**config.mk**
```make
export PLATFORM = sky130hd
export DESIGN_NAME = ejtag_dclk_gen
export DESIGN_NICKNAME = d
export VERILOG_FILES = /design/src/rtl/ejtag_dclk_pkg.sv /design/src/rtl/ejtag_dclk_phcnt.sv /design/src/rtl/ejtag_dclk_gen.sv
export SDC_FILE = /design/constraint.sdc
export NUM_CORES = 1
export LEC_CHECK = 0
export ABC_AREA = 0
export BUFFER_PORTS_ARGS = -buffer_cell sky130_fd_sc_hd__buf_2
export CELL_PAD_IN_SITES_DETAIL_PLACEMENT = 2
export CELL_PAD_IN_SITES_GLOBAL_PLACEMENT = 2
export CORE_MARGIN = 8
export CORE_UTILIZATION = 30
export CTS_BUF_LIST = sky130_fd_sc_hd__clkbuf_8
export DETAILED_ROUTE_END_ITERATION = 8
export PLACE_DENSITY_LB_ADDON = 0.1
export SYNTH_ARGS = -nofsm -noshare
export SYNTH_HDL_FRONTEND = slang
export SYNTH_SLANG_ARGS = --single-unit
```
**constraint.sdc**
```tcl
create_clock -name CLK -period 3 [get_ports CLK]
set_input_delay 0.15 -clock CLK [delete_from_list [all_inputs] [get_ports CLK]]
set_output_delay 0.15 -clock CLK [all_outputs]
set_load 0.005 [all_outputs]
```
**src/rtl/ejtag_dclk_pkg.sv**
```systemverilog
// -----------------------------------------------------------------------------
// ejtag_dclk_pkg
// Shared definitions for the EJTAG debug-clock generator:
//   - dclk_state_e : generator state encoding (IDLE / RUN / DRAIN)
//   - hi_phase_len : number of high DCLK phases, ceil(N/2), from N-1
// -----------------------------------------------------------------------------
package ejtag_dclk_pkg;

   typedef enum logic [1:0] {
      ST_IDLE  = 2'b00,
      ST_RUN   = 2'b01,
      ST_DRAIN = 2'b10
   } dclk_state_e;

   // ceil(N/2) with N = nminus1 + 1, i.e. (nminus1 + 2) / 2. Evaluated at a
   // fixed 32-bit width so callers with any ratio width can share it.
   function automatic logic [31:0] hi_phase_len(input logic [31:0] nminus1);
      return (nminus1 + 32'd2) >> 1;
   endfunction

endpackage

```
**src/rtl/ejtag_dclk_phcnt.sv**
```systemverilog
// -----------------------------------------------------------------------------
// ejtag_dclk_phcnt
// Phase counter for the debug-clock generator. Counts 0..N-1 while the
// generator is active, flags the last phase of a period (wrap) and produces
// the registered DCLK level and data-ready strobe for the next cycle.
// Ports:
//   clk, rst_n  : core clock, synchronous active-low reset
//   active_i    : generator currently in RUN or DRAIN
//   run_i       : generator will be in RUN or DRAIN after this edge
//   nm1_cur_i   : ratio-1 in force for the current period
//   nm1_nxt_i   : ratio-1 in force for the cycle after this edge
//   wrap_o      : current cycle is the last phase of the period
//   dclk_o      : registered debug clock
//   dren_o      : registered last-phase strobe
// -----------------------------------------------------------------------------
module ejtag_dclk_phcnt
   import ejtag_dclk_pkg::*;
#(
   parameter int unsigned RW = 4
) (
   input  logic          clk,
   input  logic          rst_n,
   input  logic          active_i,
   input  logic          run_i,
   input  logic [RW-1:0] nm1_cur_i,
   input  logic [RW-1:0] nm1_nxt_i,
   output logic          wrap_o,
   output logic          dclk_o,
   output logic          dren_o
);

   localparam logic [RW-1:0] PH_ONE = {{(RW-1){1'b0}}, 1'b1};

   logic [RW-1:0] ph_q, ph_d;
   logic          dclk_q, dclk_d;
   logic          dren_q, dren_d;

   assign wrap_o = active_i && (ph_q == nm1_cur_i);
   assign dclk_o = dclk_q;
   assign dren_o = dren_q;

   // Next phase and the DCLK/DREN levels that belong to that phase.
   always_comb begin
      ph_d   = ph_q;
      dclk_d = 1'b0;
      dren_d = 1'b0;
      // A new period (start from idle or wrap) and stopping both land on 0.
      if (!run_i || !active_i || wrap_o) begin
         ph_d = {RW{1'b0}};
      end else begin
         ph_d = ph_q + PH_ONE;
      end
      if (run_i) begin
         dclk_d = (32'(ph_d) < hi_phase_len(32'(nm1_nxt_i)));
         dren_d = (ph_d == nm1_nxt_i);
      end else begin
         dclk_d = 1'b0;
         dren_d = 1'b0;
      end
   end

   // Phase and output registers.
   always_ff @(posedge clk) begin
      if (!rst_n) begin
         ph_q   <= {RW{1'b0}};
         dclk_q <= 1'b0;
         dren_q <= 1'b0;
      end else begin
         ph_q   <= ph_d;
         dclk_q <= dclk_d;
         dren_q <= dren_d;
      end
   end

endmodule

```
**src/rtl/ejtag_dclk_gen.sv**
```systemverilog
// -----------------------------------------------------------------------------
// ejtag_dclk_gen
// EJTAG debug-clock generator. Divides CLK by N = ratio+1 (2..2^RW) into a
// glitch-free registered DCLK, with a last-phase strobe, ratio changes applied
// only at period boundaries, graceful start/stop and a completed-period count.
// Ports:
//   CLK            : core clock
//   RESET_D1_R_N   : synchronous active-low reset
//   EN             : run request
//   CFG_NMINUS1    : new ratio minus one, taken when CFG_LOAD=1
//   CFG_LOAD       : apply CFG_NMINUS1 at the next boundary
//   EJT_DCLK_R     : divided debug clock
//   EJT_DREN_R     : high in the last CLK cycle of each DCLK period
//   CFG_ACK_R      : one-cycle pulse when a loaded ratio takes effect
//   CFG_ERR_R      : sticky, set by a CFG_NMINUS1=0 load
//   BUSY_R         : running or draining
//   PERIOD_CNT_R   : completed DCLK periods, wrapping
// -----------------------------------------------------------------------------
module ejtag_dclk_gen
   import ejtag_dclk_pkg::*;
#(
   parameter int unsigned    RW          = 4,
   parameter int unsigned    CW          = 16,
   parameter logic [RW-1:0]  RST_NMINUS1 = {RW{1'b1}}
) (
   input  logic          CLK,
   input  logic          RESET_D1_R_N,
   input  logic          EN,
   input  logic [RW-1:0] CFG_NMINUS1,
   input  logic          CFG_LOAD,
   output logic          EJT_DCLK_R,
   output logic          EJT_DREN_R,
   output logic          CFG_ACK_R,
   output logic          CFG_ERR_R,
   output logic          BUSY_R,
   output logic [CW-1:0] PERIOD_CNT_R
);

   localparam logic [RW-1:0] NM1_MIN = {{(RW-1){1'b0}}, 1'b1};
   localparam logic [CW-1:0] CNT_ONE = {{(CW-1){1'b0}}, 1'b1};

   dclk_state_e   state_q, state_d;
   logic [RW-1:0] nm1_q, nm1_d;
   logic [RW-1:0] pval_q, pval_d;
   logic          pend_q, pend_d;
   logic          ack_q, ack_d;
   logic          err_q, err_d;
   logic          busy_q, busy_d;
   logic [CW-1:0] pcnt_q, pcnt_d;

   logic          wrap_s;
   logic          cfg_zero_s;
   logic [RW-1:0] cfg_fix_s;

   // A zero ratio would give a one-cycle period; it is forced to N=2.
   assign cfg_zero_s = (CFG_NMINUS1 == {RW{1'b0}});
   assign cfg_fix_s  = cfg_zero_s ? NM1_MIN : CFG_NMINUS1;

   ejtag_dclk_phcnt #(
      .RW (RW)
   ) u_phcnt (
      .clk       (CLK),
      .rst_n     (RESET_D1_R_N),
      .active_i  (state_q != ST_IDLE),
      .run_i     (state_d != ST_IDLE),
      .nm1_cur_i (nm1_q),
      .nm1_nxt_i (nm1_d),
      .wrap_o    (wrap_s),
      .dclk_o    (EJT_DCLK_R),
      .dren_o    (EJT_DREN_R)
   );

   // Next-state, ratio/pending and period-count logic.
   always_comb begin
      state_d = state_q;
      nm1_d   = nm1_q;
      pval_d  = pval_q;
      pend_d  = pend_q;
      ack_d   = 1'b0;
      err_d   = err_q;
      pcnt_d  = pcnt_q;

      case (state_q)
         ST_IDLE: begin
            if (EN) begin
               state_d = ST_RUN;
            end else begin
               state_d = ST_IDLE;
            end
         end
         ST_RUN: begin
            // Dropping EN exactly on the wrap edge has nothing left to drain.
            if (!EN && wrap_s) begin
               state_d = ST_IDLE;
            end else if (!EN) begin
               state_d = ST_DRAIN;
            end else begin
               state_d = ST_RUN;
            end
         end
         ST_DRAIN: begin
            if (EN) begin
               state_d = ST_RUN;
            end else if (wrap_s) begin
               state_d = ST_IDLE;
            end else begin
               state_d = ST_DRAIN;
            end
         end
         default: begin
            state_d = ST_IDLE;
         end
      endcase

      if (CFG_LOAD && cfg_zero_s) begin
         err_d = 1'b1;
      end else begin
         err_d = err_q;
      end

      // A load on the wrap edge bypasses the pending register and wins over
      // an older pending value; otherwise a pending value applies at the next
      // boundary (wrap, or any idle edge).
      if (wrap_s && CFG_LOAD) begin
         nm1_d  = cfg_fix_s;
         pend_d = 1'b0;
         ack_d  = 1'b1;
      end else if (pend_q && (wrap_s || (state_q == ST_IDLE))) begin
         nm1_d  = pval_q;
         ack_d  = 1'b1;
         if (CFG_LOAD) begin
            pend_d = 1'b1;
            pval_d = cfg_fix_s;
         end else begin
            pend_d = 1'b0;
         end
      end else if (CFG_LOAD) begin
         pend_d = 1'b1;
         pval_d = cfg_fix_s;
      end else begin
         pend_d = pend_q;
      end

      if (wrap_s) begin
         pcnt_d = pcnt_q + CNT_ONE;
      end else begin
         pcnt_d = pcnt_q;
      end

      busy_d = (state_d != ST_IDLE);
   end

   // Generator state machine and status registers.
   always_ff @(posedge CLK) begin
      if (!RESET_D1_R_N) begin
         state_q <= ST_IDLE;
         nm1_q   <= RST_NMINUS1;
         pval_q  <= {RW{1'b0}};
         pend_q  <= 1'b0;
         ack_q   <= 1'b0;
         err_q   <= 1'b0;
         busy_q  <= 1'b0;
         pcnt_q  <= {CW{1'b0}};
      end else begin
         state_q <= state_d;
         nm1_q   <= nm1_d;
         pval_q  <= pval_d;
         pend_q  <= pend_d;
         ack_q   <= ack_d;
         err_q   <= err_d;
         busy_q  <= busy_d;
         pcnt_q  <= pcnt_d;
      end
   end

   assign CFG_ACK_R    = ack_q;
   assign CFG_ERR_R    = err_q;
   assign BUSY_R       = busy_q;
   assign PERIOD_CNT_R = pcnt_q;

endmodule
```
After elaboration in Yosys (flattened, before gate mapping)
Index checks and enable logic that the tools add are counted.

Register bits after elaboration: 36. Output and inout bits: 21. Input port bits: 8. Logic and storage cells: 55.

$lt $le $gt $ge: 1. Add/sub/neg operators: 3. Reduce and logical (&&, ||, !) cells: 19. Bitwise operators: 2. Multiplexer cells: 15. Eq/ne operators: 4.

Operator list (count): < comparator 4 x 31 -> 1 bit (1); adder 16 x 1 -> 16 bit (second input constant) (1); two-way mux 4 bit (4); equality test 4 bit (2); two-way mux 2 bit (4); two-way mux 1 bit (6); one-hot mux 2 bit (3 select lines) (1); nonzero test 2 bit (3); adder 4 x 2 -> 5 bit (second input constant) (1); logical AND 1 bit (5); adder 4 x 1 -> 4 bit (second input constant) (1); logical NOT 4 bit (1); AND reduction 2 bit (2); logical NOT 1 bit (3); logical OR 1 bit (3); equality test 2 x 1 -> 1 bit (second input constant) (1); equality test 2 bit (second input constant) (1); logical NOT 2 bit (1); NOT 1 bit (2); OR reduction 2 bit (1).

Longest topological paths before layout
Gate-level depths: netlist of run 1.

Word-level depth: 11. Depth in mapped cells: 10. Gate-level depth less buffers: 9.

By module
From an unflattened synthesis of run 1, not the netlist that was laid out.

Cell total of the unflattened synthesis: 205. Area, all modules: 1875.5 µm².

By module, submodules not included: ejtag_dclk_gen (seq. area each 600.6 µm², instances 1, area an instance 1370.1 µm², cells each 146); ejtag_dclk_phcnt (seq. area each 120.1 µm², instances 1, area an instance 505.5 µm², cells each 59).

Worst setup path after synthesis of run 1
Ideal clock, no wire load.

Path type: register -> register. Start point: reg nm1_q[1]. End point: reg u_phcnt.dclk_q (netlist: u_phcnt.dclk_o). Slack: 509 ps. Arrival time: 2374 ps. Data required time: 2884 ps. Stages on the path, launching flop included: 11. Clock period less this slack: 2491 ps. Cells stage by stage: dfxtp_1 xor2_1 or4_4 clkbuf_1 nand3_1 nand3_1 ha_1 xnor2_1 ha_1 nand2_1 o211a_1.

Elaborated cells between the ends (all ways): 20. Those cells by class: add/sub (1); order compare (1); eq/ne (1); mux (7); reduce/logical (10).

RTL lines: start, declared (RTL line ejtag_dclk_gen.sv:43) `logic [RW-1:0] nm1_q, nm1_d;`; start signal, assigned (RTL line ejtag_dclk_gen.sv:166) `nm1_q <= nm1_d;`; equality test 4 bit (RTL line ejtag_dclk_phcnt.sv:38) `assign wrap_o = active_i && (ph_q == nm1_cur_i);`; logical AND 1 bit (RTL line ejtag_dclk_phcnt.sv:38); logical OR 1 bit (RTL line ejtag_dclk_gen.sv:128) `end else if (pend_q && (wrap_s || (state_q == ST_IDLE))) begin`; logical AND 1 bit (RTL line ejtag_dclk_gen.sv:128); two-way mux 4 bit (RTL line ejtag_dclk_gen.sv:128); two-way mux 4 bit * (RTL line ejtag_dclk_gen.sv:124) `if (wrap_s && CFG_LOAD) begin`; named net nm1_d[1] (RTL line ejtag_dclk_gen.sv:43); adder 4 x 2 -> 5 bit * (RTL line ejtag_dclk_pkg.sv:18) `return (nminus1 + 32'd2) >> 1;`; < comparator 4 x 31 -> 1 bit * (RTL line ejtag_dclk_phcnt.sv:54) `dclk_d = (32'(ph_d) < hi_phase_len(32'(nm1_nxt_i)));`; end signal, assigned (RTL line ejtag_dclk_phcnt.sv:70) `dclk_q <= dclk_d;`; end, declared (RTL line ejtag_dclk_phcnt.sv:35) `logic dclk_q, dclk_d;`.

The timed path passes the listed nets; every way through them passes the cells marked *. A chain may end at the register's enable or synchronous reset.

Worst setup path after layout of run 1
Start point: reg u_phcnt.ph_q[0]. End point: reg u_phcnt.dclk_q (netlist: u_phcnt.dclk_o).

Elaborated cells between the ends (all ways): 21. Those cells by class: add/sub (2); order compare (1); eq/ne (1); mux (7); reduce/logical (10).

RTL lines: start, declared (RTL line ejtag_dclk_phcnt.sv:34) `logic [RW-1:0] ph_q, ph_d;`; start signal, assigned (RTL line ejtag_dclk_phcnt.sv:65) `ph_q <= {RW{1'b0}};`; start signal, assigned (RTL line ejtag_dclk_phcnt.sv:69) `ph_q <= ph_d;`; equality test 4 bit * (RTL line ejtag_dclk_phcnt.sv:38); logical AND 1 bit * (RTL line ejtag_dclk_phcnt.sv:38); logical OR 1 bit (RTL line ejtag_dclk_gen.sv:128); logical AND 1 bit (RTL line ejtag_dclk_gen.sv:128); two-way mux 4 bit (RTL line ejtag_dclk_gen.sv:128); two-way mux 4 bit * (RTL line ejtag_dclk_gen.sv:124); named net nm1_d[1] (RTL line ejtag_dclk_gen.sv:43); adder 4 x 2 -> 5 bit * (RTL line ejtag_dclk_pkg.sv:18); < comparator 4 x 31 -> 1 bit * (RTL line ejtag_dclk_phcnt.sv:54).

Marked as above.

==> flow_summary.json, run 1 <==
{
  "status": "complete, no violations",
  "slew_headroom_pct": 46.5,
  "cts_tree": "done",
  "fillers": 699,
  "die_x_um": 94.2,
  "synth_adder_area_share_pct": 4.10,
  "boundaryPins": 29,
  "grt-ovfl-total": 0,
  "syn_inst": 204,
  "drtAntennaViolNets": 0,
  "worstPathMaxFanout": 12,
  "routed_wl_mm": 5.05,
  "dp_slack_ps": 372,
  "layout.nets": 246,
  "multi_input_area_um2": 1070,
  "antenna_cells": 0,
  "start_util_pct": 31.0,
  "portBuffers": 28,
  "via_per_inst": 5.07,
  "cts-buffers-inserted": 5,
  "htree_levels": 2,
  "synth-xor-area-share_pct": 10.5,
  "cap_violations": 0,
  "drc": 0,
  "num_rows": 28,
  "synth.area.mux_share_pct": 5.05,
  "synthDistinctLibCells": 39,
  "fmax_ghz": 0.387,
  "arrival_ps": 2770,
  "ir_drop_v": 0.000155,
  "crit_path_end_kind": "flip-flop",
  "core-area_um2": 5920,
  "yosysWarnings": 0,
  "cts.clk_slew.worst_paths_ps": 80,
  "power_density_nw_per_um2": 472,
  "clk_path_buf_depth": 2,
  "antenna_found_initial": 0,
  "place_hpwl_mm": 3.92,
  "layout_commonest_cell": "dfxtp_1",
  "syn-mean-instance-area_um2": 8.99,
  "tns_ps": 0,
  "fp.dieArea_um2": 8870,
  "grt_pass1_wl_mm": 8.38,
  "seq_area_um2": 721,
  "num_vias": 1562,
  "insertion_delay_ps": 290,
  "post_cts_resized": 0,
  "dr.pass1.iters": 4,
  "syn_area_um2": 1830,
  "synth_top_family_by_area": "simple AND/OR/NAND/NOR gates",
  "drive_above_1_share_pct": 19.3,
  "cts_setup_buffers": 0,
  "mostFrequentLayoutCells": "36 x dfxtp_1, 28 x buf_2, 14 x and2_1",
  "postCtsHoldBufs": 0,
  "stdcell_count": 308,
  "clock-skew-final_ps": 8.47,
  "dp_cells": 300,
  "rsz0062_at_grt": "false",
  "worstMarginPinSlew_ps": 792,
  "min_period_over_period_pct": 86.2,
  "path_cells": "xor2_1 -> or4_4 -> nand3_1 -> nand3_1 -> ha_1 -> xnor2_1 -> ha_1 -> nand2_1 -> o211a_1",
  "grt_max_degree": 36,
  "cts_root_buffer": "clkbuf_8",
  "syn-num-nets": 218,
  "seq_area_frac_synth_pct": 39.3,
  "setup.worst_path.start_class": "flip-flop",
  "grt_pass1_vias": 1718,
  "drt_iter0_markers": 30,
  "min_period_ps": 2590,
  "cp_slowest_stage_delay_ps": 640,
  "setup_ws_ps": 413,
  "grt_use_total_pct": 12.1,
  "maxSlewViolCount": 0,
  "yosys.area_share.simple_pct": 27.6,
  "ys_ff_latch": 36,
  "wire_per_inst_um": 16.4,
  "finalSetupViolations": 0,
  "syn2layout_area_growth_pct": 16.6,
  "criticalPathCategory": "flip-flop to flip-flop",
  "gp_congestion": 0.811,
  "clock-sinks": 36,
  "die_h_um": 94.2,
  "crit_slowest_cell": "or4_4",
  "power_leakage_nw": 0.911,
  "cp.required_ps": 3190,
  "hp-class": "input port to flip-flop",
  "hold_violations": 0,
  "synth_compound_area_share_pct": 11.0
}
worst max-delay path, delay by kind of cell, from the launching register on:
kind,cells,cell delay (ps)
adders and majority gates,2,550
xor gates and xnor gates,2,280
DFF,1,430
and+or+nand+nor,4,1010
AOI/OAI and AO/OA,1,220
worst paths after layout:
kind | from | endpoint | slack, ps | depth (start not counted)
max reg2reg | u_phcnt.ph_q[0] | u_phcnt.dclk_o | 410 | 9
min | EN | state_q[1] | 30 | 2
min reg2reg | PERIOD_CNT_R[15] | PERIOD_CNT_R[15] | 490 | 2
max | u_phcnt.ph_q[0] | u_phcnt.dclk_o | 410 | 9
cell families after synthesis:
group,after synthesis
and+or+nand+nor,87
DFF,36
AOI/OAI and AO/OA,32
xor gates and xnor gates,22
buffers and inverters,12
muxes,9
adders and majority gates,6
synthesized netlist by cell type (all sizes together):
library cell,instances,area [um2]
o211ai,1,7.51
mux2i,7,70.1
nor4,3,33.8
nor2,9,33.8
nand3b,1,7.51
inv,4,15.0
or3,3,18.8
a21boi,4,30.0
or2,2,12.5
nand2b,3,18.8
dfxtp,36,721
nand4,6,43.8
o311a,2,20.0
nand2,13,48.8
o21ai,9,45.0
o21a,1,7.51
xor2,13,114
nor2b,9,56.3
o211a,1,10.0
o41ai,1,8.76
or4,1,11.3
and3,3,18.8
nor3b,5,37.5
o22ai,2,12.5
xnor2,9,78.8
and2,15,93.8
mux2,2,22.5
clkbuf,8,30.0
ha,6,75.1
nor3,3,15.0
a21oi,9,45.0
a31o,1,8.76
a31oi,1,6.26
nand3,11,55.1
registers in the layout, indices dropped and copies added (netlist names):
register        cells
BUSY_R              1
CFG_ACK_R           1
CFG_ERR_R           1
PERIOD_CNT_R       16
nm1_q               4
pend_q              1
pval_q              4
state_q             2
u_phcnt.dclk_o      1
u_phcnt.dren_o      1
u_phcnt.ph_q        4
metrics by stage:
| stage | cell area (um2) | total power [W] | hold slack [ps] | utilization [%] |
|---|---|---|---|---|
| 2_1_floorplan | 1830 | 0.000611 | 223 | - |
| 3_3_place_gp | 2040 | 0.000645 | 329 | 34.5 |
| 3_5_place_dp | 2040 | 0.000656 | 336 | 34.5 |
| 4_1_cts | 2140 | 0.00103 | 21.8 | 36.1 |
| 5_1_grt | 2140 | 0.00107 | 25.7 | 36.1 |
| 6_report | 2140 | 0.00101 | 30.0 | 36.1 |
area by class of cell:
cell class              instances  area share [%]
repair buffers                 29            6.91
multi-input cells             156            49.9
clock inverters                 2           0.468
flip-flops and latches         36            33.7
well taps                      75            4.39
inverters                       4           0.703
clock buffers                   6            3.86
where the power goes:
part / total [W] / switching (W) / internal (W) / leakage [nW]
logic: 0.000133 / 0.0000755 / 0.0000572 / 0.567
clock network: 0.000366 / 0.000183 / 0.000184 / 0.0510
registers: 0.000510 / 0.0000156 / 0.000494 / 0.293
routing by layer:
layer	routed length [um]	vias up	GRT usage, %	share of wire, %
met5	0	-	0	0
met4	49	0	3.57	0.97
met3	190	5	3.12	3.8
met2	2850	19	23.8	56
met1	1960	772	12.0	39
li1	-	766	-	-
Note: power is estimated with default switching activity, not from simulation.
==> run 2, diff against run 1 <==
Settings changed: SYNTH_HIERARCHICAL set to 1.
==> flow_summary.json, run 2 <==
{
  "status": "complete, no violations",
  "drtAntennaViolNets": 0,
  "mostFrequentLayoutCells": "29 x dfxtp_1, 28 x buf_2, 14 x and2_1, 14 x buf_4, 13 x nor2_1",
  "setup_ws_ps": 27.4,
  "ys_top_cells_by_area": "dfxtp_1 38%, xnor2_1 5.1%, and2_1 4.7%",
  "fmax_ghz": 0.336,
  "drive_above_1_share_pct": 29.0,
  "via_per_inst": 5.29,
  "timing.critical_path.mode_cell": "nand2b_4",
  "syn2layout_area_growth_pct": 26.5,
  "finalSetupViolations": 0,
  "synthMostInstantiatedCell": "dfxtp_1",
  "worstMarginPinSlew_ps": 576,
  "portBuffers": 28,
  "antenna_cells": 0,
  "fp.dieArea_um2": 9040,
  "ys_ff_latch": 36,
  "synth_ff_type": "dfxtp_1",
  "cts.clk_slew.worst_paths_ps": 70,
  "postCtsHoldBufs": 0,
  "clock-skew-final_ps": 6.29,
  "synth.top_cells.by_count": "36 x dfxtp_1, 14 x and2_1, 13 x nor2_1",
  "start_util_pct": 30.2,
  "cts-buffers-inserted": 5,
  "grt_max_degree": 37,
  "path_cells": "nand2b_4 -> o2111ai_4 -> nor3_4 -> o21ba_4 -> nand2b_4 -> a222oi_1 -> nor2_1 -> ha_2 -> inv_1 -> ha_1 -> a21o_1 -> a21oi_1 -> nor2b_1 -> a2111oi_2",
  "slew_headroom_pct": 61.6,
  "crit_slowest_cell": "a222oi_1",
  "gp_congestion": 0.801,
  "num_vias": 1718,
  "boundaryPins": 29,
  "p_sw_share_pct": 25.6,
  "syn_area_um2": 1880,
  "p_sw_w": 0.000265,
  "die_x_um": 95.1,
  "setup.worst_path.start_class": "flip-flop",
  "dr.pass1.iters": 7,
  "synth-async-reset-ratio_pct": 0,
  "p_comb_share_pct": 14.4,
  "cp.required_ps": 3190,
  "min_period_ps": 2970,
  "hp-class": "input port to flip-flop",
  "synth_top_area_cell": "dfxtp_1",
  "power_density_nw_per_um2": 436,
  "dp_slack_ps": -78.5,
  "grt_pass1_wl_mm": 9.54,
  "power_frac_seq_pct": 49.0,
  "grt-ovfl-total": 0,
  "cap_violations": 0,
  "stdcell_count": 325,
  "synthDistinctLibCells": 49,
  "syn-mean-instance-area_um2": 9.15,
  "syn_inst": 205,
  "clk_path_buf_depth": 2,
  "cts_root_buffer": "clkbuf_8",
  "drt_iter0_markers": 67,
  "drc": 0,
  "insertion_delay_ps": 290,
  "wire_per_inst_um": 17.6,
  "seq_area_frac_synth_pct": 38.4,
  "worstPathMaxFanout": 3,
  "p_clk_share_pct": 36.5,
  "die_h_um": 95.1,
  "cts_tree": "done",
  "htree_levels": 2,
  "grt_pass1_vias": 1912,
  "maxSlewViolCount": 0,
  "dp_cells": 312,
  "grt_use_total_pct": 13.4,
  "largest_register_ffs": 16,
  "clock-sinks": 36,
  "num_rows": 29,
  "min_period_over_period_pct": 99.1,
  "antenna_found_initial": 0,
  "fin_util_pct": 38.2,
  "core-area_um2": 6200,
  "criticalPathCategory": "flip-flop to flip-flop",
  "internal-power_w": 0.000769,
  "routed_wl_mm": 5.73,
  "rsz0062_at_grt": "true",
  "synth-edff-count": 0,
  "hold_violations": 0,
  "power_leakage_nw": 1.02,
  "arrival_ps": 3160,
  "crit_path_end_kind": "flip-flop",
  "layout_commonest_cell": "dfxtp_1",
  "ir_drop_v": 0.000209,
  "netlist.area_leader.share_pct": 38.4,
  "cp_slowest_stage_delay_ps": 410,
  "place_hpwl_mm": 4.17,
  "syn-num-nets": 219,
  "yosysWarnings": 6,
  "tns_ps": 0,
  "layout.nets": 261
}
-- run 2: cells by family (layout without fill, tap and decap cells) --
family / count (synthesis) / in the layout / synth area share (%)
buffers and inverters: 16 / 59 / 3.60
xor gates and xnor gates: 15 / 15 / 7.00
AOI/OAI and AO/OA: 42 / 42 / 17.5
muxes: 6 / 6 / 3.20
adders and majority gates: 6 / 6 / 4.00
and+or+nand+nor: 84 / 84 / 26.3
DFF: 36 / 36 / 38.4
-- run 2: path summary, 6_finish.rpt --
| kind | slack (ps) | start | end | depth (start not counted) |
|---|---|---|---|---|
| setup reg to reg | 30 | u_phcnt/ph_q[1] | u_phcnt/dclk_o | 14 |
| hold reg to reg | 470 | PERIOD_CNT_R[15] | PERIOD_CNT_R[15] | 2 |
| hold / removal | 80 | EN | state_q[1] | 2 |
| setup / recovery | 30 | u_phcnt/ph_q[1] | u_phcnt/dclk_o | 14 |
-- run 2: layout make-up --
cell class	count	area [um2]
flip-flops and latches	36	732
inverters	8	30.0
fillers	691	3830
clock inverters	1	3.75
repair buffers	43	256
multi-input cells	153	1160
well taps	77	96.3
clock buffers	7	96.3
-- run 2: through the flow --
| step | total power (W) | hold WS [ps] | area [um2] |
|---|---|---|---|
| after detailed placement | 0.000655 | 369 | 2190 |
| final | 0.00103 | 77.0 | 2370 |
| after floorplan | 0.000605 | 221 | 1910 |
| after global routing | 0.00110 | 69.9 | 2370 |
| after CTS | 0.00105 | 62.3 | 2360 |
| after global placement | 0.000649 | 354 | 2190 |
-- run 2: routing by layer --
metal  up-vias  track usage [%]  share of wire (%)  wire, um
li1        807                -                  -         -
met1       870             14.5                 42      2420
met2        31             24.7                 54      3070
met3        10             3.31                2.9       166
met4         0             4.42                1.3        77
met5         -                0                  0         0
-- run 2: power groups by stage --
stage	clock network, W	logic [W]	registers (W)
global route	0.000422	0.000167	0.000509
global placement	0	0.000133	0.000515
detailed placement	0	0.000139	0.000516
finish	0.000378	0.000149	0.000507
CTS	0.000395	0.000151	0.000506
floorplan	0	0.0000925	0.000513
-- run 2: critical path: cells and delay by family (launching register included) --
family / cells / cell delay, ps
fa+ha+maj: 2 / 630
compound gates: 6 / 1190
flops: 1 / 350
simple gates: 5 / 680
buf+inv: 1 / 40
-- run 2: what timing repair did --
item,4_1_cts,5_1_grt
endpoints found under the setup margin,2,2
buffers inserted,5,0
resized for setup,10,1
pin swaps,9,4
